===== src/rtl/mux_select_scanner_if.sv =====
// Handshake and mux-side signals of the select scanner.
// The controller/mux side takes master; the scanner takes slave.
interface mux_select_scanner_if;
    logic       start;
    logic       mux_out;
    logic       s1;
    logic       s0;
    logic       busy;
    logic       done;
    logic [3:0] sample;

    modport master (
        output start,
        output mux_out,
        input  s1,
        input  s0,
        input  busy,
        input  done,
        input  sample
    );

    modport slave (
        input  start,
        input  mux_out,
        output s1,
        output s0,
        output busy,
        output done,
        output sample
    );
endinterface


===== src/rtl/mux_select_scanner.sv =====
// Steps a 4:1 mux select through 00..11, holding each for
// SETTLE_CYCLES+1 cycles, and packs the outputs into a word.
module mux_select_scanner #(
    parameter int unsigned SETTLE_CYCLES = 1
) (
    input  logic                 clk,
    input  logic                 reset,
    mux_select_scanner_if.slave  bus
);
    typedef enum logic [1:0] {
        S_IDLE,
        S_SCAN,
        S_DONE
    } state_t;

    // Only the low 4 bits are meaningful; legal range is 0..15.
    localparam logic [3:0] LP_RELOAD = 4'(SETTLE_CYCLES);

    state_t     r_state;
    state_t     w_state_nxt;
    logic [1:0] r_sel;
    logic [1:0] w_sel_nxt;
    logic [3:0] r_cnt;
    logic [3:0] w_cnt_nxt;
    logic [3:0] r_sample;
    logic [3:0] w_sample_nxt;
    logic       r_busy;
    logic       w_busy_nxt;
    logic       r_done;
    logic       w_done_nxt;

    // State, select, counter and outputs are all registered.
    always_ff @(posedge clk or posedge reset) begin
        if (reset) begin
            r_state  <= S_IDLE;
            r_sel    <= 2'b00;
            r_cnt    <= 4'd0;
            r_sample <= 4'b0000;
            r_busy   <= 1'b0;
            r_done   <= 1'b0;
        end else begin
            r_state  <= w_state_nxt;
            r_sel    <= w_sel_nxt;
            r_cnt    <= w_cnt_nxt;
            r_sample <= w_sample_nxt;
            r_busy   <= w_busy_nxt;
            r_done   <= w_done_nxt;
        end
    end

    // Next-state: start only accepted in IDLE; each select is held
    // until the counter drains, then the mux output is captured.
    always_comb begin
        w_state_nxt  = r_state;
        w_sel_nxt    = r_sel;
        w_cnt_nxt    = r_cnt;
        w_sample_nxt = r_sample;
        w_busy_nxt   = 1'b0;
        w_done_nxt   = 1'b0;
        unique case (r_state)
            S_IDLE: begin
                w_sel_nxt = 2'b00;
                if (bus.start) begin
                    w_state_nxt  = S_SCAN;
                    w_busy_nxt   = 1'b1;
                    w_sample_nxt = 4'b0000;
                    w_cnt_nxt    = LP_RELOAD;
                end
            end
            S_SCAN: begin
                w_busy_nxt = 1'b1;
                if (r_cnt != 4'd0) begin
                    w_cnt_nxt = r_cnt - 4'd1;
                end else begin
                    w_sample_nxt[r_sel] = bus.mux_out;
                    if (r_sel != 2'b11) begin
                        w_sel_nxt = r_sel + 2'd1;
                        w_cnt_nxt = LP_RELOAD;
                    end else begin
                        w_state_nxt = S_DONE;
                        w_sel_nxt   = 2'b00;
                        w_busy_nxt  = 1'b0;
                        w_done_nxt  = 1'b1;
                    end
                end
            end
            S_DONE: begin
                w_state_nxt = S_IDLE;
            end
            default: begin
                w_state_nxt = S_IDLE;
                w_sel_nxt   = 2'b00;
            end
        endcase
    end

    assign bus.s1     = r_sel[1];
    assign bus.s0     = r_sel[0];
    assign bus.busy   = r_busy;
    assign bus.done   = r_done;
    assign bus.sample = r_sample;
endmodule

===== src/flat_wrapper.sv =====
// flat-port wrapper written by rule: the top's interface ports become plain ports
module mux_select_scanner_flat 
#(
    parameter int unsigned SETTLE_CYCLES = 1
)
  (clk, reset, bus_start, bus_mux_out, bus_s1, bus_s0, bus_busy, bus_done, bus_sample);
  mux_select_scanner_if bus_i ();
  input  logic clk;
  input  logic reset;
  input wire logic [$bits(bus_i.start)-1:0] bus_start;
  input wire logic [$bits(bus_i.mux_out)-1:0] bus_mux_out;
  output wire logic [$bits(bus_i.s1)-1:0] bus_s1;
  output wire logic [$bits(bus_i.s0)-1:0] bus_s0;
  output wire logic [$bits(bus_i.busy)-1:0] bus_busy;
  output wire logic [$bits(bus_i.done)-1:0] bus_done;
  output wire logic [$bits(bus_i.sample)-1:0] bus_sample;
  assign bus_i.start = bus_start;
  assign bus_i.mux_out = bus_mux_out;
  assign bus_s1 = bus_i.s1;
  assign bus_s0 = bus_i.s0;
  assign bus_busy = bus_i.busy;
  assign bus_done = bus_i.done;
  assign bus_sample = bus_i.sample;
  mux_select_scanner #(.SETTLE_CYCLES(SETTLE_CYCLES)) u_core (.clk(clk), .reset(reset), .bus(bus_i));
endmodule

===== config.mk =====
export PLATFORM = sky130hd
export DESIGN_NAME = mux_select_scanner_flat
export DESIGN_NICKNAME = d
export VERILOG_FILES = /design/src/rtl/mux_select_scanner_if.sv /design/src/rtl/mux_select_scanner.sv /design/src/flat_wrapper.sv
export SDC_FILE = /design/constraint.sdc
export NUM_CORES = 1
export LEC_CHECK = 0
export ABC_AREA = 1
export BUFFER_PORTS_ARGS = -buffer_cell sky130_fd_sc_hd__buf_2
export CORE_AREA = 2 2 45 47
export DETAILED_ROUTE_END_ITERATION = 12
export DIE_AREA = 0 0 47 49
export PLACE_DENSITY = 0.73
export SYNTH_ARGS = -nofsm -noshare
export SYNTH_HDL_FRONTEND = slang
export SYNTH_SLANG_ARGS = --single-unit
export TNS_END_PERCENT = 1

===== constraint.sdc =====
create_clock -name clk -period 1.19 [get_ports clk]
set_input_delay 0.119 -clock clk [delete_from_list [all_inputs] [get_ports clk]]
set_output_delay 0.119 -clock clk [all_outputs]
set_load 0.005 [all_outputs]

# --- After elaboration in Yosys (flattened, before gate mapping) ---
# Cells that the tools add are included.
totals:
  out_inout_bits: 8
  inputBits: 4
  regBits: 14
  elab_cells: 50
classes:
  add_sub_neg: 2
  n_eq_ne: 7
  mux: 24
  reduce_logical: 8
  n_lt_le_gt_ge: 2
  bitwise_logic: 1
op_table:
  columns: ["cell", "count"]
  rows:
  - ["$mux W4", 5]
  - ["$pmux W4 S2", 2]
  - ["$mux W2", 5]
  - ["$reduce_and A3 Y1", 3]
  - ["$ne A2 B2 Y1 const B", 4]
  - ["$pmux W2 S2", 2]
  - ["$mux W1", 7]
  - ["$bwmux W4", 1]
  - ["$reduce_bool A4 Y1", 1]
  - ["$sub A4 B1 Y4 const B", 1]
  - ["$lt A2 B3 Y1 const B", 1]
  - ["$ne A3 B1 Y1 const B", 1]
  - ["$add A2 B1 Y2 const B", 1]
  - ["$demux W1 S2", 1]
  - ["$eq A2 B1 Y1 const B", 1]
  - ["$eq A2 B2 Y1 const B", 1]
  - ["$ge A2 B1 Y1 const B", 1]
  - ["$logic_not A2 Y1", 1]
  - ["$pmux W1 S2", 1]
  - ["$reduce_and A2 Y1", 1]
  - ["$reduce_bool A2 Y1", 1]
  - ["$logic_and A1 B1 Y1", 1]
  - ["$not A1 Y1", 1]

# --- Logic depth before layout (Yosys ltp) ---
depth:
  ltp_word: 7
  ltp_mapped: 8
  ltp_nobuf: 8

# --- Worst setup path before layout ---
# No wires, ideal clock.
synth_path:
  kind: "register to register"
  start: "register u_core.r_cnt[1]"
  end: "register u_core.r_cnt[3]"
  stages_incl_launch_ff: 8
  arrival_time_ns: 1.045
  path_slack_ns: 0.027
  n_path_buf: 0
  period_less_slack_ns: 1.163
  cell_sequence: "dfrtp_1 > inv_1 > ha_1 > nand2_1 > nand2_4 > clkinv_1 > nand3_1 > nand2_1"
synth_via:
  elab_chain_len: 3
synth_rtl:
  columns: ["item", "line_no", "text"]
  rows:
  - ["start, declared", "mux_select_scanner.sv:23", "logic [3:0] r_cnt;"]
  - ["start signal, assigned", "mux_select_scanner.sv:44", "r_cnt <= w_cnt_nxt;"]
  - ["$sub A4 B1 Y4 or $reduce_bool A4 Y1 (tied branches)", "mux_select_scanner.sv:73, mux_select_scanner.sv:72", null]
  - ["$mux W4 or $ne A3 B1 Y1 (tied branches)", null, null]
  - ["$pmux W4 S2 or $reduce_and A3 Y1 (tied branches)", null, null]
# Several ways; a longest one is shown, not always the timed one.
# A chain may end at the register's enable or synchronous reset.

# --- Worst setup path in the final report ---
layout_path:
  start: "register u_core.r_state[0]"
  end: "register u_core.r_sel[0]"
layout_via:
  elab_chain_len: 3
layout_rtl:
  columns: ["item", "line_no", "text"]
  rows:
  - ["start, declared", "mux_select_scanner.sv:19", "state_t r_state;"]
  - ["start signal, assigned", "mux_select_scanner.sv:42", "r_state <= w_state_nxt;"]
  - ["$eq A2 B1 Y1 or $eq A2 B2 Y1 (tied branches)", "mux_select_scanner.sv:60", "unique case (r_state)"]
  - ["$ne A2 B2 Y1 (no line) or $not A1 Y1 (tied branches)", null, null]
  - ["$reduce_and A2 Y1 (no line)", null, null]
  - ["end signal, assigned", "mux_select_scanner.sv:43", "r_sel <= w_sel_nxt;"]
  - ["end, declared", "mux_select_scanner.sv:21", "logic [1:0] r_sel;"]
# Several ways; a longest one is shown, not always the timed one.

==> results.md <==
Outcome:
- The flow ran to the end, and the final reports show no timing, DRC or antenna violations.

Route:
- The via-per-instance ratio is 4.54.
- The residual antenna-violating net count after detailed routing is 0.
- The final wirelength is 1640 um.
- The first TritonRoute pass finished after 3 iterations.
- The routed wirelength normalized by instance count is 11.2 um.
- The detailed-route via count is roughly 670.
- After detailed routing, the number of remaining DRC violations is 0.
- The detailed router finished its first iteration with 11 violations.

Pwr:
- The static leakage power is ~0.00056 uW.
- Of the total power, the share spent switching nets is 43.3%.
- The design internal power is 1320 uW.
- The clock power share is 11.4%.
- The switching power summed over all nets is around 1000 uW.
- The part of the power in registers is about a third.
- The worst-case IR drop observed on VDD is around 0.85 mV.
- The power per cell area is around 2200 mW/mm2.
- The total power is 2330 uW.
- Of the total power, combinational logic draws about 55%.

Logic synthesis:
- The number of instances in the synthesized netlist is 96.
- The count of state elements after synthesis is 14.
- The number of distinct standard cells referenced by the synthesized netlist is 21.
- Counting flops with a built-in enable in the synthesized netlist gives 0.
- During synthesis, Yosys emitted a total of 0 warnings.
- Summing the areas of all and, or, nand and nor instances in the mapped netlist gives a little over a third of the synthesized area.
- The largest total area in the synthesized netlist belongs to sky130_fd_sc_hd__dfrtp_1.
- The post-synthesis adder-cell area fraction is between 10% and 20%.
- The post-synthesis average cell area is about 8.7 um2.
- In the synthesized netlist, mux cells make up 0% of the area.
- The share of synthesized area in the top cell type comes to a little over two fifths.
- After synthesis, the most frequently instantiated cells are 28 x sky130_fd_sc_hd__nand2_1, 14 x sky130_fd_sc_hd__dfrtp_1, 12 x sky130_fd_sc_hd__inv_1, 7 x sky130_fd_sc_hd__ha_1, 7 x sky130_fd_sc_hd__nand3_1.
- The mapped cell area is around 830 um2.
- By area, the combinational part of the netlist is dominated by simple AND/OR/NAND/NOR gates.
- Counting every net in the synthesized netlist gives 107.
- In the synthesized netlist the async set-or-reset flop fraction comes to between 90% and 100%.
- The synthesized netlist devotes 3.45% of its cell area to compound gates.
- The leading cell type by number of instances after synthesis is sky130_fd_sc_hd__nand2_1.
- Summing the areas of all xor and xnor instances in the mapped netlist gives under 10% of the synthesized area.
- The most frequently used flop master after synthesis is sky130_fd_sc_hd__dfrtp_1.
- After synthesis, the cell types taking the most area are sky130_fd_sc_hd__dfrtp_1 42%, sky130_fd_sc_hd__nand2_1 13%, sky130_fd_sc_hd__ha_1 10%.
- The sequential element share of the synthesized area is a little over two fifths.

GRT:
- The number of antenna violations at the first check in global routing is 0.
- The all-layer global routing usage is ~16%.
- The number of global-route vias before repair is between 600 and 700.
- The overall overflow remaining after global route is 0.
- Entering global routing, the biggest net connects 15 pins.
- The first global-routing pass estimated roughly 2700 um of wire.

Timing:
- In the finished design, the share of the clock period the worst path needs comes to a little over nine tenths.
- The number of pins exceeding their max-slew limit in the final report is 0.
- For the final database, setup skew stands at between 0.003 and 0.004 ns.
- Setup violations remaining at the end of the flow were counted as 0.
- Setup repair after global routing could not meet its margin everywhere.
- The achievable frequency is 855 MHz.
- The headroom to the max-slew limit is 63.0%.
- At the pin with the least slew margin, the transition time is around 0.55 ns.
- Subtracting the final worst setup slack from the clock period gives 1.17 ns.
- The final-report hold violation count is 0.

Critical path:
- STA puts the critical path data required time at between 1 and 1.5 ns.
- The capturing element type of the critical path is a flop.
- Among all stages on the critical path, the largest delay is contributed by sky130_fd_sc_hd__dfrtp_1.
- The critical path contains buffers and inverters numbering 3 combined.
- The worst setup path is launched from a flop.
- The data arrival time of the worst path is between 1 and 1.5 ns.
- The signal on the critical path passes through inv_2 > nor2_8 > nand3_4 > buf_4 > clkinv_1 > nand3_1 > nand2_1.
- On the worst path, the slowest cell contributes a delay of 0.40 ns.
- Broken down by cell family, the worst path's largest delay share belongs to simple AND/OR/NAND/NOR gates.
- The critical path is of the reg2reg type.
- In this run the worst path has a maximum fanout of 5.

CTS:
- CTS built an H-tree with a depth of 1.
- The tree is rooted in a sky130_fd_sc_hd__clkbuf_4.
- Clock tree synthesis inserted a total of 3 buffers.
- After clock tree synthesis, the clock-pin slew on the worst setup and hold paths is roughly 0.090 ns.
- For this design, the sink count on the clock tree is 14.
- The maximum clock path buffer count is 2.
- At the later pin of the worst-skew pair, clock insertion delay measures around 0.27 ns.
- The CTS tree is done.

Die:
- The effective utilization at floorplan is between 40% and 50%.
- The core region is 0.00184 mm2.
- The die width is 47 um.
- The placement row count is 16.
- The die is 49 um tall.
- The die covers approximately 0.0023 mm2.
- The number of top-level pins is 12.

Placement:
- The total instance count after detailed placement is roughly 140.
- At the end of routability-driven placement, the weighted congestion stood at 0.765.
- The total of buffers placed on input and output ports is 11.
- The detailed-placement wirelength estimate is 1100 um.

Finish:
- The number of antenna diodes in the final layout is 0.
- The area growth from synthesis to final layout is 29.4%.
- The ratio of cells with drive above 1 in the final layout is 39.2%.
- The count of nets after finishing is ~130.
- The count of cells in the finished layout, fillers not included, comes to roughly 150.

Min path:
- In this run the worst hold path is classified as in2reg.

Job:
- Max-cap violations in this run came to 0.
==> sequential cells by signal, summed over array words and instances (netlist names) <==
name               cells
u_core.r_cnt           4
u_core.bus.sample      4
u_core.r_state         2
u_core.bus.done        1
u_core.bus.busy        1
u_core.r_sel           2
==> per-layer routing <==
metal | GRT usage [%] | part of all wire (%) | vias up
li1 | - | - | 358
met2 | 24.9 | 50 | 10
met1 | 22.4 | 46 | 298
met5 | 0 | 0 | -
met4 | 5.56 | 1.2 | 0
met3 | 3.33 | 2.5 | 2
==> cell usage in the layout (no fill, tap or decap), types with 5 or more instances in the layout <==
cell type,instances
sky130_fd_sc_hd__buf_4,7
sky130_fd_sc_hd__ha_1,6
sky130_fd_sc_hd__nand3_1,7
sky130_fd_sc_hd__inv_1,9
sky130_fd_sc_hd__buf_2,11
sky130_fd_sc_hd__nand2_1,23
sky130_fd_sc_hd__dfrtp_1,11
sky130_fd_sc_hd__nand2_2,6
sky130_fd_sc_hd__inv_2,5
==> cells by family after synthesis <==
logic type	count (synthesis)
adder cells (fa/ha/maj)	7
AND/OR/NAND/NOR	54
XOR/XNOR	1
buffers and inverters	16
AO/OA/AOI/OAI	4
flip-flops	14
==> repair_timing <==
action | in CTS | in global routing
hold buffers | 1 | 0
setup endpoints to repair | 5 | 8
resized for setup | 6 | 11
pin swaps | 3 | 7
gates cloned | 1 | 0
endpoints found under the hold margin | 14 | 0
buffers inserted | 1 | 4
==> power by group through the flow <==
stage | clock network (uW) | logic, uW | registers (uW)
finish | 265 | 1290 | 782
global route | 305 | 1440 | 809
CTS | 271 | 1140 | 774
detailed placement | 0 | 1050 | 774
global placement | 0 | 1000 | 767
floorplan | 0 | 720 | 777
==> area by class of cell <==
type	count	area [um2]
repair buffers	20	138
well taps	27	33.8
inverters	16	62.6
fillers	160	762
multi-input cells	67	469
clock buffers	3	22.5
flip-flops and latches	14	354
==> final timing paths <==
| check | startpoint | to | slack (ns) | cells after the start |
|---|---|---|---|---|
| setup / recovery | u_core.r_state[0] | u_core.r_sel[0] | 0.02 | 7 |
| hold / removal | bus_start | u_core.r_state[0] | 0.23 | 3 |
| setup reg to reg | u_core.r_state[0] | u_core.r_sel[0] | 0.02 | 7 |
| hold reg to reg | u_core.bus.sample[1] | u_core.bus.sample[1] | 0.47 | 2 |
| max in group asynchronous | reset | u_core.r_cnt[3] | 0.36 | 3 |
| min in group asynchronous | reset | u_core.bus.sample[2] | 0.43 | 3 |
==> tightest hold or removal path, stage by stage <==
cell and delay (ns):
sky130_fd_sc_hd__buf_2 0.10, sky130_fd_sc_hd__nand3_4 0.12, sky130_fd_sc_hd__nand3_2 0.12
==> through the flow <==
step	utilization (%)	hold WS (ns)	setup TNS [ns]	area, um2	setup WS [ns]
after floorplan	-	0.00822	0	835	0.0271
after global placement	51.4	0.188	0	946	0.00392
after detailed placement	51.4	0.195	-0.122	946	-0.0534
after CTS	54.8	0.225	0	1010	0.0183
after global routing	58.6	0.238	-0.269	1080	-0.0538
final	58.6	0.230	0	1080	0.0209
Power figures use the tool's default switching activity.
